**config.mk**
```make
export PLATFORM = sky130hd
export DESIGN_NAME = prog_loader_flat
export DESIGN_NICKNAME = d
export VERILOG_FILES = /design/src/rtl/prog_loader_if.sv /design/src/rtl/prog_loader.sv /design/src/flat_wrapper.sv
export SDC_FILE = /design/constraint.sdc
export NUM_CORES = 1
export LEC_CHECK = 0
export ABC_AREA = 1
export BUFFER_PORTS_ARGS = -buffer_cell sky130_fd_sc_hd__buf_2
export CORE_AREA = 10 10 100 168
export CTS_BUF_LIST = sky130_fd_sc_hd__clkbuf_8
export CTS_CLUSTER_DIAMETER = 40
export CTS_CLUSTER_SIZE = 28
export DETAILED_ROUTE_END_ITERATION = 8
export DIE_AREA = 0 0 110 178
export GPL_TIMING_DRIVEN = 1
export PLACE_DENSITY = 0.64
export SETUP_SLACK_MARGIN = 0.4
export SLEW_MARGIN = 15
export SYNTH_ARGS = -nofsm -noshare
export SYNTH_HDL_FRONTEND = slang
export SYNTH_SLANG_ARGS = --single-unit
```
**constraint.sdc**
```tcl
create_clock -name clk -period 7.2 [get_ports clk]
set_input_delay 0 -clock clk [delete_from_list [all_inputs] [get_ports clk]]
set_output_delay 0 -clock clk [all_outputs]
set_load 0.05 [all_outputs]
```
**src/rtl/prog_loader_if.sv**
```systemverilog
// Byte-stream input and program-memory write port of the boot loader.
// The loader takes the slave modport; the byte source and memory side take the master modport.
interface prog_loader_if;
   logic [7:0]  rx_data;
   logic        rx_valid;
   logic        wr_en;
   logic [31:0] wr_addr;
   logic [31:0] wr_data;
   logic        cpu_rst;
   logic        done;
   logic        error;

   modport slave (
      input  rx_data, rx_valid,
      output wr_en, wr_addr, wr_data, cpu_rst, done, error
   );

   modport master (
      output rx_data, rx_valid,
      input  wr_en, wr_addr, wr_data, cpu_rst, done, error
   );
endinterface

```
**src/rtl/prog_loader.sv**
```systemverilog
// Boot loader: parses a framed image (magic, 16-bit word count, little-endian words),
// writes each word to program memory at consecutive word addresses, then releases the core.
//
// state  | meaning
// IDLE   | discarding bytes until MAGIC is seen
// LEN_LO | next byte is count[7:0]
// LEN_HI | next byte is count[15:8]; count is checked here
// DATA   | assembling words and issuing one write per 4 bytes
// DONE   | image complete, core released, input ignored
// ERROR  | illegal count, core held in reset, input ignored
module prog_loader #(
   parameter int         MEM_SIZE = 256,
   parameter logic [7:0] MAGIC    = 8'hA5
) (
   input  logic          clk,
   input  logic          rst,
   prog_loader_if.slave  bus
);

   typedef enum logic [2:0] {
      S_IDLE,
      S_LEN_LO,
      S_LEN_HI,
      S_DATA,
      S_DONE,
      S_ERROR
   } state_t;

   localparam logic [16:0] LP_MAX_COUNT = 17'(MEM_SIZE);

   state_t      r_state;
   state_t      w_state_nxt;
   logic [15:0] r_count;
   logic [15:0] r_word_idx;
   logic [1:0]  r_byte_idx;
   logic [23:0] r_word;
   logic        r_wr_en;
   logic [31:0] r_wr_addr;
   logic [31:0] r_wr_data;
   logic        w_wr_fire;
   logic [15:0] w_len;

   assign w_len = {bus.rx_data, r_count[7:0]};

   always_ff @(posedge clk or posedge rst) begin
      if (rst) begin
         r_state <= S_IDLE;
      end else begin
         r_state <= w_state_nxt;
      end
   end

   always_comb begin
      w_state_nxt = r_state;
      w_wr_fire   = 1'b0;
      case (r_state)
         S_IDLE: begin
            if (bus.rx_valid && (bus.rx_data == MAGIC)) begin
               w_state_nxt = S_LEN_LO;
            end
         end
         S_LEN_LO: begin
            if (bus.rx_valid) begin
               w_state_nxt = S_LEN_HI;
            end
         end
         S_LEN_HI: begin
            if (bus.rx_valid) begin
               if (w_len == 16'd0) begin
                  w_state_nxt = S_DONE;
               end else if ({1'b0, w_len} > LP_MAX_COUNT) begin
                  w_state_nxt = S_ERROR;
               end else begin
                  w_state_nxt = S_DATA;
               end
            end
         end
         S_DATA: begin
            if (bus.rx_valid && (r_byte_idx == 2'd3)) begin
               w_wr_fire = 1'b1;
               if (r_word_idx == (r_count - 16'd1)) begin
                  w_state_nxt = S_DONE;
               end
            end
         end
         S_DONE:  w_state_nxt = S_DONE;
         S_ERROR: w_state_nxt = S_ERROR;
         default: w_state_nxt = S_IDLE;
      endcase
   end

   always_ff @(posedge clk or posedge rst) begin
      if (rst) begin
         r_count    <= 16'd0;
         r_word_idx <= 16'd0;
         r_byte_idx <= 2'd0;
         r_word     <= 24'd0;
         r_wr_en    <= 1'b0;
         r_wr_addr  <= 32'd0;
         r_wr_data  <= 32'd0;
      end else begin
         r_wr_en <= w_wr_fire;
         if (bus.rx_valid) begin
            case (r_state)
               S_LEN_LO: r_count[7:0] <= bus.rx_data;
               S_LEN_HI: begin
                  r_count[15:8] <= bus.rx_data;
                  r_word_idx    <= 16'd0;
                  r_byte_idx    <= 2'd0;
               end
               S_DATA: begin
                  if (r_byte_idx == 2'd3) begin
                     r_wr_data  <= {bus.rx_data, r_word};
                     r_wr_addr  <= {14'd0, r_word_idx, 2'b00};
                     r_word_idx <= r_word_idx + 16'd1;
                     r_byte_idx <= 2'd0;
                  end else begin
                     case (r_byte_idx)
                        2'd0:    r_word[7:0]   <= bus.rx_data;
                        2'd1:    r_word[15:8]  <= bus.rx_data;
                        default: r_word[23:16] <= bus.rx_data;
                     endcase
                     r_byte_idx <= r_byte_idx + 2'd1;
                  end
               end
               default: ;
            endcase
         end
      end
   end

   // done/error/cpu_rst come straight from the state register, so they are registered
   // and change in the same cycle as the final write pulse.
   assign bus.wr_en   = r_wr_en;
   assign bus.wr_addr = r_wr_addr;
   assign bus.wr_data = r_wr_data;
   assign bus.done    = (r_state == S_DONE);
   assign bus.error   = (r_state == S_ERROR);
   assign bus.cpu_rst = (r_state != S_DONE);

endmodule

```
**src/flat_wrapper.sv**
```systemverilog
// flat-port wrapper written by rule: the top's interface ports become plain ports
module prog_loader_flat 
#(
   parameter int         MEM_SIZE = 256,
   parameter logic [7:0] MAGIC    = 8'hA5
)
  (clk, rst, bus_rx_data, bus_rx_valid, bus_wr_en, bus_wr_addr, bus_wr_data, bus_cpu_rst, bus_done, bus_error);
  prog_loader_if bus_i ();
  input  logic clk;
  input  logic rst;
  input wire logic [$bits(bus_i.rx_data)-1:0] bus_rx_data;
  input wire logic [$bits(bus_i.rx_valid)-1:0] bus_rx_valid;
  output wire logic [$bits(bus_i.wr_en)-1:0] bus_wr_en;
  output wire logic [$bits(bus_i.wr_addr)-1:0] bus_wr_addr;
  output wire logic [$bits(bus_i.wr_data)-1:0] bus_wr_data;
  output wire logic [$bits(bus_i.cpu_rst)-1:0] bus_cpu_rst;
  output wire logic [$bits(bus_i.done)-1:0] bus_done;
  output wire logic [$bits(bus_i.error)-1:0] bus_error;
  assign bus_i.rx_data = bus_rx_data;
  assign bus_i.rx_valid = bus_rx_valid;
  assign bus_wr_en = bus_i.wr_en;
  assign bus_wr_addr = bus_i.wr_addr;
  assign bus_wr_data = bus_i.wr_data;
  assign bus_cpu_rst = bus_i.cpu_rst;
  assign bus_done = bus_i.done;
  assign bus_error = bus_i.error;
  prog_loader #(.MEM_SIZE(MEM_SIZE), .MAGIC(MAGIC)) u_core (.clk(clk), .rst(rst), .bus(bus_i));
endmodule
```
== Word level (Yosys, flattened, before mapping) ==
Index checks and enable logic that the tools add are counted.

* Bits of input ports: 11
* Register bits after elaboration: 110
* Output and inout bits: 68
* Word-level logic and storage cells: 63

* Equal/unequal tests: 16
* Add/sub/neg operators: 3
* Reductions and logical operators: 16
* $lt $le $gt $ge: 1
* Bitwise gates (word level): 2
* Mux-type cells: 14

{| class="wikitable"
|+ Operators with widths
! operator !! count
|-
| 16-bit case mux with 2 select lines || 1
|-
| 3-bit 2-to-1 mux || 7
|-
| 3-bit case mux with 6 select lines || 1
|-
| 16-bit by 1-bit adder with 16-bit output, second input constant || 1
|-
| 16-bit equality test || 1
|-
| 16-bit by 9-bit > comparator with 1-bit output, second input constant || 1
|-
| 16-bit logical NOT || 1
|-
| 16-bit 2-to-1 mux || 1
|-
| 16-bit by 1-bit subtractor with 16-bit output, second input constant || 1
|-
| 4-bit AND reduction || 3
|-
| 8-bit equality test, second input constant || 1
|-
| 2-bit by 1-bit != test with 1-bit output, second input constant || 4
|-
| 3-bit by 2-bit equality test with 1-bit output, second input constant || 2
|-
| 3-bit equality test, second input constant || 2
|-
| 2-bit AND reduction || 3
|-
| 3-bit AND reduction || 2
|-
| 5-bit AND reduction || 1
|-
| 2-bit != test, second input constant || 2
|-
| 2-bit case mux with 2 select lines || 1
|-
| 3-bit by 1-bit equality test with 1-bit output, second input constant || 1
|-
| 3-bit logical NOT || 1
|-
| 3-bit != test, second input constant || 1
|-
| 2-bit by 1-bit adder with 2-bit output, second input constant || 1
|-
| 2-bit by 1-bit equality test with 1-bit output, second input constant || 1
|-
| 8 further kinds || 11
|}

== Depth between registers and ports, before layout ==
Gate-level depths: netlist of the first run.

* Depth after elaboration: 5
* Mapped depth: 16
* Gate-level depth less buffers: 16

== Least setup slack after synthesis of the first run ==
Ideal clock, no wire load.

* Kind: reg2reg
* From: register u_core.r_count[0]
* To: register u_core.r_state[1]
* Period minus slack after synthesis: 1.729 ns
* Slack: 5.471 ns
* Path buffers: 0
* Data arrival time: 1.612 ns
* Cell stages (with the launch flop): 16
* Data required time: 7.083 ns
* Setup time: 0.117 ns
* Path through: dfrtp_1 -> inv_1 -> ha_1 -> inv_1 -> nor2_1 -> nand3_1 -> nand3_1 -> nand2_1 -> nor2_1 -> nand2_1 -> nor2_1 -> nand2_1 -> nand2_1 -> nand2_1 -> nand2_1 -> nand2_1

* Longest elaborated chain between the ends: 5
* Elaborated cells between the ends (all ways): 10
* Classes of those cells: add/sub (1); order compare (1); eq/ne (2); mux (4); reduce/logical (2)

{| class="wikitable"
|+ RTL lines
! element !! RTL line !! text
|-
| from (decl) || prog_loader.sv:33 || <nowiki>logic [15:0] r_count;</nowiki>
|-
| from (signal assigned) || prog_loader.sv:105 || <nowiki>S_LEN_LO: r_count[7:0] <= bus.rx_data;</nowiki>
|-
| parallel branches: the longest is 5 deep, another holds 16-bit by 1-bit subtractor with 16-bit output || n/a ||
|-
| to (signal assigned) || prog_loader.sv:49 || <nowiki>r_state <= w_state_nxt;</nowiki>
|-
| to (decl) || prog_loader.sv:31 || <nowiki>state_t r_state;</nowiki>
|}

Several ways; the timed one is not identified. The select of a mux whose other input is x is not followed.
A chain may end at the register's enable or synchronous reset.

== Worst setup path in the final report of the first run ==
* From: register u_core.r_state[1]
* To: register u_core.r_word_idx[6]

* Longest elaborated chain between the ends: 3
* Elaborated cells between the ends (all ways): 6
* Classes of those cells: eq/ne (3); mux (1); reduce/logical (2)

{| class="wikitable"
|+ RTL lines
! element !! RTL line !! text
|-
| 3-bit by 2-bit equality test with 1-bit output || prog_loader.sv:104 || <nowiki>case (r_state)</nowiki>
|-
| 2-bit by 1-bit != test with 1-bit output (no source line) / 2-bit nonzero test (equally long branches) || n/a ||
|-
| 3-bit AND reduction (no source line) || n/a ||
|-
| to (signal assigned) || prog_loader.sv:115 || <nowiki>r_word_idx <= r_word_idx + 16'd1;</nowiki>
|-
| to (decl) || prog_loader.sv:34 || <nowiki>logic [15:0] r_word_idx;</nowiki>
|}

Parallel ways exist; a longest one is shown, timed or not.

==> flow_metrics.py, run 1 <==
metrics = {
    "route": {
        "dr.pass1.iters": 4,
        "drtAntennaViolNets": 0,
        "routed_via_density": 4.77,
        "vias": 4214,
        "wirelength_mm": 13.0,
        "drt_iter0_drc": 234,
        "wl_per_cell_um": 14.7,
        "drc": 0,
    },
    "timing": {
        "tns_ns": 0,
        "setup_viol": 0,
        "finalHoldViolCount": 0,
        "whs_ns": 0.0763,
        "period_share_pct": 38.8,
        "rsz0062_at_grt": "no",
        "fmax_mhz": 358,
        "slew_headroom_pct": 32.4,
        "period_needed_ns": 2.79,
        "slew_violations": 0,
        "worst_pin_slew_ns": 1.01,
        "skew_ns": 0.00599,
    },
    "clock_tree": {
        "cts_made_buffers": 9,
        "cts_tree": "yes",
        "cts.sinks": 110,
        "worstSkewPairLatency_ns": 0.37,
        "htreeDepth": 3,
        "ctsRootBufferMaster": "clkbuf_8",
        "clockBufferDepth": 2,
        "cts_resized": 0,
        "cts.reportedPaths.clkPinSlew_ns": 0.10,
    },
    "placed_design": {
        "place_congestion": 0.918,
        "portBuffers": 62,
        "hpwl_mm": 9.77,
    },
    "outcome": {
        "status": "finished clean",
    },
    "global_routing": {
        "grt_pass1_vias": 4143,
        "grt.met2_usage_pct": 24.6,
        "grtUsageTotal_pct": 13.7,
        "grt_first_pass_wirelength_mm": 21.2,
        "grt_max_degree": 83,
        "antenna_found_initial": 0,
        "grt_util_met3_pct": 2.53,
        "grt_busiest_layer": "met2",
        "overflow": 0,
        "gr-usage-met1_pct": 15.0,
    },
    "logic_synthesis": {
        "synth_edf_count": 0,
        "async_reset_ff_share_pct": 100,
        "avgSynthCellArea_um2": 8.19,
        "synth_cell_types": 35,
        "ys_ff_latch": 110,
        "synth_ff_type": "dfrtp_1",
        "yosys_warnings": 0,
        "seq_area_frac_synth_pct": 52.0,
        "syn_inst": 646,
        "syn_area_um2": 5290,
    },
    "final_layout": {
        "layout.nets": 722,
        "n_antenna_cell": 0,
        "layout-drive-gt1-share_pct": 14.1,
        "area_growth_syn_to_layout_pct": 11.3,
        "mostFrequentLayoutCells": "220 x nand2_1, 110 x dfrtp_1, 62 x buf_2",
        "final_common_cell": "nand2_1",
        "fin_util_pct": 42.4,
    },
    "power_and_ir_drop": {
        "power_density_nw_per_um2": 337,
        "leakagePower_nw": 3.10,
        "ir_worst_vdd_uv": 130,
    },
    "hold_path": {
        "hold_path_class": "in2reg",
    },
    "setup_path": {
        "worstSetupEndpointType": "register",
        "arrival_ns": 3.04,
        "cp_max_fo": 75,
        "worstSetupPathType": "reg2reg",
        "required_ns": 7.45,
        "cp-start-kind": "register",
    },
    "floorplanning": {
        "fp-row-count": 57,
        "dieArea_um2": 19600,
        "die_w_um": 110,
        "fp.dieH_um": 178,
        "start_util_pct": 38.1,
        "coreArea_um2": 13900,
        "num_io_pins": 79,
    },
    "job": {
        "drv_cap": 0,
    },
}
==> sequential cells by signal, summed over array words and instances (netlist names) <==
| name | count |
|---|---|
| u_core.bus.wr_en | 1 |
| u_core.r_state | 3 |
| u_core.r_word_idx | 16 |
| u_core.r_count | 16 |
| u_core.bus.wr_addr | 16 |
| u_core.r_byte_idx | 2 |
| u_core.bus.wr_data | 32 |
| u_core.r_word | 24 |
==> metal layers <==
layer / vias to the layer above / wire length, um
met5: - / 0
met3: 23 / 667
met1: 1978 / 4870
met4: 0 / 401
met2: 83 / 7080
li1: 2130 / -
==> cell usage after synthesis (2+ instances only) <==
master | n | area share (%)
nor2_8 | 2 | 0.76
o21ai_0 | 34 | 3.2
o21a_1 | 2 | 0.28
inv_2 | 6 | 0.43
dfrtp_1 | 110 | 52
buf_4 | 16 | 2.3
o21bai_1 | 2 | 0.28
nand3_1 | 25 | 2.4
nand3b_1 | 5 | 0.71
o21ai_1 | 42 | 4.0
nor4_1 | 5 | 0.59
buf_2 | 7 | 0.66
a21oi_1 | 14 | 1.3
nand2_2 | 2 | 0.24
nor2_4 | 5 | 1.1
xnor2_1 | 5 | 0.83
inv_1 | 47 | 3.3
nand4_1 | 3 | 0.35
nor2_1 | 48 | 3.4
a31oi_1 | 2 | 0.24
nor3_1 | 7 | 0.66
clkbuf_1 | 11 | 0.78
nand2_1 | 220 | 16
xor2_1 | 8 | 1.3
ha_1 | 7 | 1.7
nand3_2 | 2 | 0.38
==> final cells by class <==
class	count	area (um2)
multi-input cells	461	2190
flip-flops and latches	110	2750
inverters	55	211
fillers	1484	8020
clock inverters	4	25.0
well taps	177	221
clock buffers	10	138
repair buffers	67	355
==> metrics by stage <==
stage	power, mW	cells	cell area, um2	worst slack, ns
global route	2.14	884	5890	3.97
CTS	2.01	884	5890	4.75
finish	1.99	884	5890	4.41
detailed placement	1.67	867	5700	4.78
global placement	1.65	867	5700	4.87
floorplan	1.48	661	5350	4.30
==> cell families after synthesis <==
family | count (synthesis) | synth area share [%]
AO/OA/AOI/OAI | 96 | 9.31
XOR/XNOR | 13 | 2.15
adder cells (fa/ha/maj) | 7 | 1.65
buffers and inverters | 90 | 7.71
flip-flops | 110 | 52.0
other | 1 | 0.0709
AND/OR/NAND/NOR | 329 | 27.1
==> worst max-delay path, cell delays in order (launching register included) <==
cell      delay [ns]
dfrtp_1         0.44
inv_2           0.08
nor2_4          0.12
nand2_2         0.09
nor2_4          0.32
buf_4           0.32
clkinv_2        0.75
nor4_1          0.45
nor3_1          0.08
==> repair_timing <==
| item | CTS | global route |
|---|---|---|
| hold endpoints to repair | 30 | 0 |
| setup buffers | 0 | 0 |
| endpoints found under the setup margin | 0 | 0 |
| hold buffers | 3 | 0 |
==> where the power goes <==
part / leakage (nW) / switching [mW] / total, mW / internal [mW]
clock: 0.0858 / 0.203 / 0.334 / 0.131
sequential: 1.49 / 0.137 / 0.906 / 0.768
combinational: 1.53 / 0.515 / 0.747 / 0.233
==> final timing paths <==
| check | start | endpoint | slack (ns) | depth (start not counted) |
|---|---|---|---|---|
| max reg2reg | u_core.r_state[1] | u_core.r_word_idx[6] | 4.41 | 8 |
| max in group asynchronous | rst | u_core.r_count[15] | 5.70 | 4 |
| min reg2reg | u_core.bus.wr_data[11] | u_core.bus.wr_data[11] | 0.47 | 2 |
| min in group asynchronous | rst | u_core.bus.wr_data[30] | 0.16 | 3 |
| min | bus_rx_data[3] | u_core.r_word[19] | 0.08 | 3 |
| max | u_core.r_state[1] | u_core.r_word_idx[6] | 4.41 | 8 |
Note: power is estimated with default switching activity, not from simulation.
==> inputs of run 2 (changes only) <==
--- a/config.mk
+++ b/config.mk
@@ -14,7 +14,7 @@
 export DETAILED_ROUTE_END_ITERATION = 8
 export DIE_AREA = 0 0 110 178
 export GPL_TIMING_DRIVEN = 1
-export PLACE_DENSITY = 0.64
+export PLACE_DENSITY = 0.66
 export SETUP_SLACK_MARGIN = 0.4
 export SLEW_MARGIN = 15
 export SYNTH_ARGS = -nofsm -noshare
==> constraint.sdc (replaced) <==
create_clock -name clk -period 2.4 [get_ports clk]
set_input_delay 0 -clock clk [delete_from_list [all_inputs] [get_ports clk]]
set_output_delay 0 -clock clk [all_outputs]
set_load 0.05 [all_outputs]
==> run 2 against run 1 <==
Net effect:
- first-iteration DRC count is 38% lower
- largest power group unchanged
- highest routed layer unchanged
- final area up 3.3%
- count of clock-buffer cells in the layout is 1 lower
- critical path depth up 3
- utilization increased by 1.4 points
- fmax increased by 52%
==> flow_metrics.py, run 2 (same netlist as run 1, synthesis figures left out) <==
metrics = {
    "floorplanning": {
        "fp.dieH_um": 178,
        "num_io_pins": 79,
        "die_w_um": 110,
        "start_util_pct": 38.1,
        "dieArea_um2": 19600,
        "fp-row-count": 57,
        "coreArea_um2": 13900,
    },
    "timing": {
        "fmax_mhz": 543,
        "finalHoldViolCount": 0,
        "timing.final.ws_setup_ns": 0.558,
        "slew_violations": 0,
        "period_share_pct": 76.8,
        "slew_headroom_pct": 59.3,
        "tns_ns": 0,
        "rsz0062_at_grt": "yes",
        "worst_pin_slew_ns": 0.609,
        "skew_ns": 0.0106,
        "period_needed_ns": 1.84,
        "setup_viol": 0,
    },
    "power_and_ir_drop": {
        "ir_worst_vdd_uv": 359,
        "switching_power_mw": 2.77,
        "power_frac_comb_pct": 38.7,
        "clockPowerShare_pct": 18.0,
        "internal-power_mw": 3.50,
        "p_sw_share_pct": 44.2,
        "power_density_nw_per_um2": 1030,
        "pwr-share-seq_pct": 43.3,
        "leakagePower_nw": 3.16,
    },
    "setup_path": {
        "startpoint": "u_core.r_state[1]",
        "cp-start-kind": "register",
        "worstSetupPathType": "reg2reg",
        "worstSetupEndpointType": "register",
        "reg2regPathDepth": 11,
        "path_cells": "inv_2 -> nor2_4 -> nand2_2 -> nor2_8 -> nor2_4 -> clkinv_2 -> nand3_2 -> nor2_4 -> nand3_2 -> o21ai_1 -> a21oi_1",
        "worst_r2r_endpoint": "u_core.r_word_idx[13]",
        "arrival_ns": 2.11,
        "crit_end": "u_core.r_word_idx[13]",
        "cp_common_cell": "nor2_4",
        "cp_slowest_stage_delay_ns": 0.47,
        "r2r_setup_slack_ns": 0.56,
        "slowest_stage": "dfrtp_1",
        "required_ns": 2.67,
        "cp_max_fo": 10,
        "timing.rr.start": "u_core.r_state[1]",
    },
    "route": {
        "routed_via_density": 4.79,
        "drt_iter0_drc": 145,
        "dr.pass1.iters": 4,
        "drtAntennaViolNets": 0,
        "vias": 4285,
        "drc": 0,
        "wirelength_mm": 13.6,
        "wl_per_cell_um": 15.2,
    },
    "clock_tree": {
        "clockBufferDepth": 2,
        "htreeDepth": 3,
        "cts_tree": "yes",
        "ctsRootBufferMaster": "clkbuf_8",
        "worstSkewPairLatency_ns": 0.38,
        "cts.reportedPaths.clkPinSlew_ns": 0.11,
        "cts_made_buffers": 9,
        "cts.sinks": 110,
    },
    "global_routing": {
        "grt_first_pass_wirelength_mm": 22.3,
        "antenna_found_initial": 0,
        "grt_max_degree": 63,
        "grt_pass1_vias": 4388,
        "grtUsageTotal_pct": 14.5,
        "overflow": 0,
    },
    "job": {
        "drv_cap": 0,
    },
    "final_layout": {
        "finish.instance_area_um2": 6080,
        "area_growth_syn_to_layout_pct": 15.0,
        "fin_util_pct": 43.8,
        "layout-drive-gt1-share_pct": 18.8,
        "final_common_cell": "nand2_1",
        "num-fill-cells": 1404,
        "n_antenna_cell": 0,
        "layout.nets": 731,
        "largest_reg_flops": 32,
        "mostFrequentLayoutCells": "214 x nand2_1, 110 x dfrtp_1, 62 x buf_2",
    },
    "placed_design": {
        "portBuffers": 62,
        "place_congestion": 0.905,
        "place_area_um2": 5750,
        "hpwl_mm": 10.3,
        "place_ws_ns": 0.376,
    },
    "outcome": {
        "status": "finished clean",
    },
    "hold_path": {
        "hold_path_class": "in2reg",
    },
}
## run 2: power groups by stage
stage / clock, mW / sequential, mW / combinational (mW)
floorplan: 0 / 2.96 / 1.50
global placement: 0 / 2.73 / 2.24
detailed placement: 0 / 2.74 / 2.27
CTS: 1.16 / 2.70 / 2.30
global route: 1.22 / 2.79 / 2.73
finish: 1.13 / 2.72 / 2.43
## run 2: timing repair
| action | 4_1_cts | 5_1_grt |
|---|---|---|
| resized for setup | 1 | 25 |
| endpoints found under the hold margin | 23 | 0 |
| pin swaps | 0 | 10 |
| endpoints found under the setup margin | 2 | 7 |
| setup buffers | 1 | 3 |
| hold buffers | 3 | 0 |
## run 2: worst min path at each step
stage                   start                endpoint  slack [ns]  depth (start not counted)
2_1_floorplan  bus_rx_data[0]       u_core.r_count[8]        0.12                          2
3_3_place_gp              rst   u_core.bus.wr_data[7]        0.07                          2
3_5_place_dp              rst  u_core.bus.wr_data[23]        0.07                          2
4_1_cts        bus_rx_data[3]       u_core.r_word[19]        0.04                          3
5_1_grt        bus_rx_data[3]       u_core.r_word[19]        0.06                          3
6_report       bus_rx_data[2]        u_core.r_word[2]        0.05                          3
## run 2: final cells by class
cell class | count | area [um2] | share of cell area (%)
Inverter | 55 | 211 | 3.48
Timing Repair Buffer | 76 | 435 | 7.16
Clock inverter | 7 | 77.6 | 1.27
Clock buffer | 9 | 124 | 2.04
Multi-Input combinational cell | 461 | 2260 | 37.2
Sequential cell | 110 | 2750 | 45.2
Tap cell | 177 | 221 | 3.64
## run 2: layer usage
metal	global-route usage, %	share of wire (%)
met5	0	0
met3	2.02	4.2
met1	15.7	38
met4	8.06	4.6
met2	26.0	53
## run 2: metrics by stage
step	total power, mW	hold slack, ns	instances
5_1_grt	6.75	0.0597	895
3_5_place_dp	5.01	0.0730	872
2_1_floorplan	4.45	0.121	661
6_report	6.27	0.0493	895
4_1_cts	6.16	0.0379	892
3_3_place_gp	4.96	0.0660	872
## run 2: critical path, delay by kind of cell, from the launching register on
kind            cells  cell delay, ns
compound gates      2            0.19
buf+inv             2            0.22
simple gates        7            0.86
flops               1            0.47
==> inputs of run 3 (changes only) <==
--- a/config.mk
+++ b/config.mk
@@ -14,7 +14,7 @@
 export DETAILED_ROUTE_END_ITERATION = 8
 export DIE_AREA = 0 0 110 178
 export GPL_TIMING_DRIVEN = 1
-export PLACE_DENSITY = 0.66
+export PLACE_DENSITY = 0.64
 export SETUP_SLACK_MARGIN = 0.4
 export SLEW_MARGIN = 15
 export SYNTH_ARGS = -nofsm -noshare
==> constraint.sdc (replaced) <==
create_clock -name clk -period 1.7 [get_ports clk]
set_input_delay 0 -clock clk [delete_from_list [all_inputs] [get_ports clk]]
set_output_delay 0 -clock clk [all_outputs]
set_load 0.05 [all_outputs]
==> run 3 against run 2 <==
Net effect:
- the flow now finishes with violations (setup timing)
- non-clock buffer count is 113 higher
- utilization rose by 15 points
- setup slack worse by 0.79 ns
- final area is 35% higher
- sequential power is 44% higher
- global-route usage up 3.2 points
- count of clock-buffer cells in the layout is 1 higher
- critical endpoint is now u_core.r_state[1]
- highest routed layer unchanged
==> flow_metrics.py, run 3 (same netlist as run 1, synthesis figures left out) <==
metrics = {
    "power_and_ir_drop": {
        "power_density_nw_per_um2": 1310,
        "leakagePower_nw": 4.20,
        "ir_worst_vdd_uv": 499,
        "power_mw": 10.7,
    },
    "setup_path": {
        "cp_common_cell": "nand2_1",
        "path_cells": "nor2_1 -> nand2_2 -> nor2_1 -> nand2_1 -> nand2_1 -> nand2_1 -> nor2_1 -> nand2_1 -> nor2_1 -> nand2_1 -> nand2_2 -> nand2_2 -> nand2_1 -> nand2_1",
        "worstSetupEndpointType": "register",
        "timing.rr.start": "u_core.r_count[7]",
        "slowest_stage": "dfrtp_1",
        "arrival_ns": 2.21,
        "r2r_setup_slack_ns": -0.23,
        "cp-start-kind": "register",
        "cp_slowest_stage_delay_ns": 0.46,
        "reg2regPathDepth": 14,
        "worstSetupPathType": "reg2reg",
        "worst_r2r_endpoint": "u_core.r_state[1]",
        "cp_max_fo": 5,
        "required_ns": 1.98,
    },
    "placed_design": {
        "place_congestion": 0.916,
        "portBuffers": 62,
        "hpwl_mm": 10.9,
        "place_area_um2": 6270,
    },
    "global_routing": {
        "grt.met2_usage_pct": 33.3,
        "grt_pass1_vias": 5105,
        "antenna_found_initial": 0,
        "grtUsageTotal_pct": 17.7,
        "grt_first_pass_wirelength_mm": 26.6,
        "grt_max_degree": 85,
        "overflow": 0,
        "gr-usage-met1_pct": 17.8,
        "grt_util_met3_pct": 2.53,
        "grt_busiest_layer": "met2",
    },
    "hold_path": {
        "hold_depth": 3,
        "hold_path_class": "in2reg",
        "whs_endpoint": "u_core.r_byte_idx[1]",
        "hp-start": "bus_rx_valid",
    },
    "final_layout": {
        "num-fill-cells": 1170,
        "area_growth_syn_to_layout_pct": 54.8,
        "final_common_cell": "nand2_1",
        "fin_util_pct": 58.9,
        "layout-drive-gt1-share_pct": 47.2,
        "finish.instance_area_um2": 8190,
        "largest_reg_flops": 32,
        "n_antenna_cell": 0,
        "layout.nets": 844,
        "mostFrequentLayoutCells": "131 x nand2_1, 107 x dfrtp_1, 67 x buf_4",
    },
    "route": {
        "wirelength_mm": 17.8,
        "vias": 5084,
        "drt_iter0_drc": 310,
        "drtAntennaViolNets": 0,
        "dr.pass1.iters": 5,
        "wl_per_cell_um": 17.7,
        "routed_via_density": 5.05,
        "drc": 0,
    },
    "timing": {
        "tns_ns": -3.66,
        "timing.final.ws_setup_ns": -0.232,
        "slew_violations": 0,
        "finalHoldViolCount": 0,
        "skew_ns": 0.00516,
        "rsz0062_at_grt": "yes",
        "setup_viol": 44,
        "period_needed_ns": 1.93,
        "period_share_pct": 114,
        "fmax_mhz": 518,
    },
    "floorplanning": {
        "fp-row-count": 57,
        "num_io_pins": 79,
        "start_util_pct": 38.1,
        "dieArea_um2": 19600,
        "coreArea_um2": 13900,
        "fp.dieH_um": 178,
        "die_w_um": 110,
    },
    "clock_tree": {
        "clockBufferDepth": 2,
        "htreeDepth": 3,
        "ctsRootBufferMaster": "clkbuf_8",
        "cts.sinks": 110,
        "cts_tree": "yes",
        "cts.reportedPaths.clkPinSlew_ns": 0.10,
        "worstSkewPairLatency_ns": 0.38,
        "cts_made_buffers": 9,
    },
    "outcome": {
        "status": "finished, violations left",
        "violations": "setup timing",
    },
    "job": {
        "drv_cap": 0,
    },
}
## run 3: cell types whose count changed in the layout (fill, tap and decap cells not counted), moves of 8 or more
| cell | previous run | this run |
|---|---|---|
| buf_6 | 0 | 28 |
| nand2_2 | 8 | 55 |
| o21ai_0 | 34 | 6 |
| o21ai_2 | 0 | 22 |
| buf_12 | 1 | 15 |
| buf_16 | 0 | 11 |
| nand2_1 | 214 | 131 |
| nor2_4 | 7 | 17 |
| nand2_4 | 0 | 36 |
| buf_4 | 10 | 67 |
| inv_1 | 43 | 34 |
| nand3_1 | 24 | 16 |
## run 3: metrics by stage
stage               setup WS (ns)  hold slack, ns  instances
global route               -0.390         0.00940       1007
floorplan                  0.0894           0.121        661
finish                     -0.232          0.0146       1007
global placement          -0.0858           0.146        933
detailed placement         -0.151           0.139        933
CTS                       -0.0567         0.00258        986
## run 3: cell type report
class / instances / area, um2 / share of cell area (%)
clock buffer: 10 / 138 / 1.68
multi-input combinational: 461 / 2960 / 36.1
inverter: 55 / 243 / 2.96
tap: 177 / 221 / 2.70
timing repair buffer: 189 / 1840 / 22.5
sequential: 110 / 2760 / 33.6
clock inverter: 5 / 35.0 / 0.428
## run 3: layer usage
| layer | share of wire [%] | vias to the layer above |
|---|---|---|
| met3 | 4.3 | 53 |
| met5 | 0 | - |
| met2 | 55 | 147 |
| met4 | 5.6 | 0 |
| li1 | - | 2391 |
| met1 | 35 | 2493 |
## run 3: where the power goes
group / leakage [nW] / switching [mW] / total [mW] / internal, mW
logic: 2.62 / 3.10 / 5.27 / 2.18
registers: 1.48 / 0.673 / 3.93 / 3.26
clock network: 0.0943 / 0.917 / 1.49 / 0.573
total: 4.20 / 4.69 / 10.7 / 6.01
## run 3: critical path: cells and delay by family (launching register included)
kind             cells  cell delay [ns]
flip-flops           1             0.46
AND/OR/NAND/NOR     14             1.38
## run 3: timing repair
item                                    4_1_cts  5_1_grt
buffers inserted                             24       21
pin swaps                                    38       24
endpoints found under the setup margin      107      111
gates resized for setup                     192      121
hold buffers                                  2        0
gates cloned                                 12        0
endpoints found under the hold margin       111        0
## run 3: worst max path at each step
stage	startpoint	endpoint	slack (ns)
floorplan	u_core.r_count[0]	u_core.r_state[1]	0.09
global placement	u_core.r_count[2]	u_core.r_state[0]	-0.09
detailed placement	u_core.r_count[2]	u_core.r_state[0]	-0.15
CTS	u_core.r_count[2]	u_core.r_state[1]	-0.06
global route	u_core.r_count[4]	u_core.r_state[1]	-0.39
finish	u_core.r_count[7]	u_core.r_state[1]	-0.23
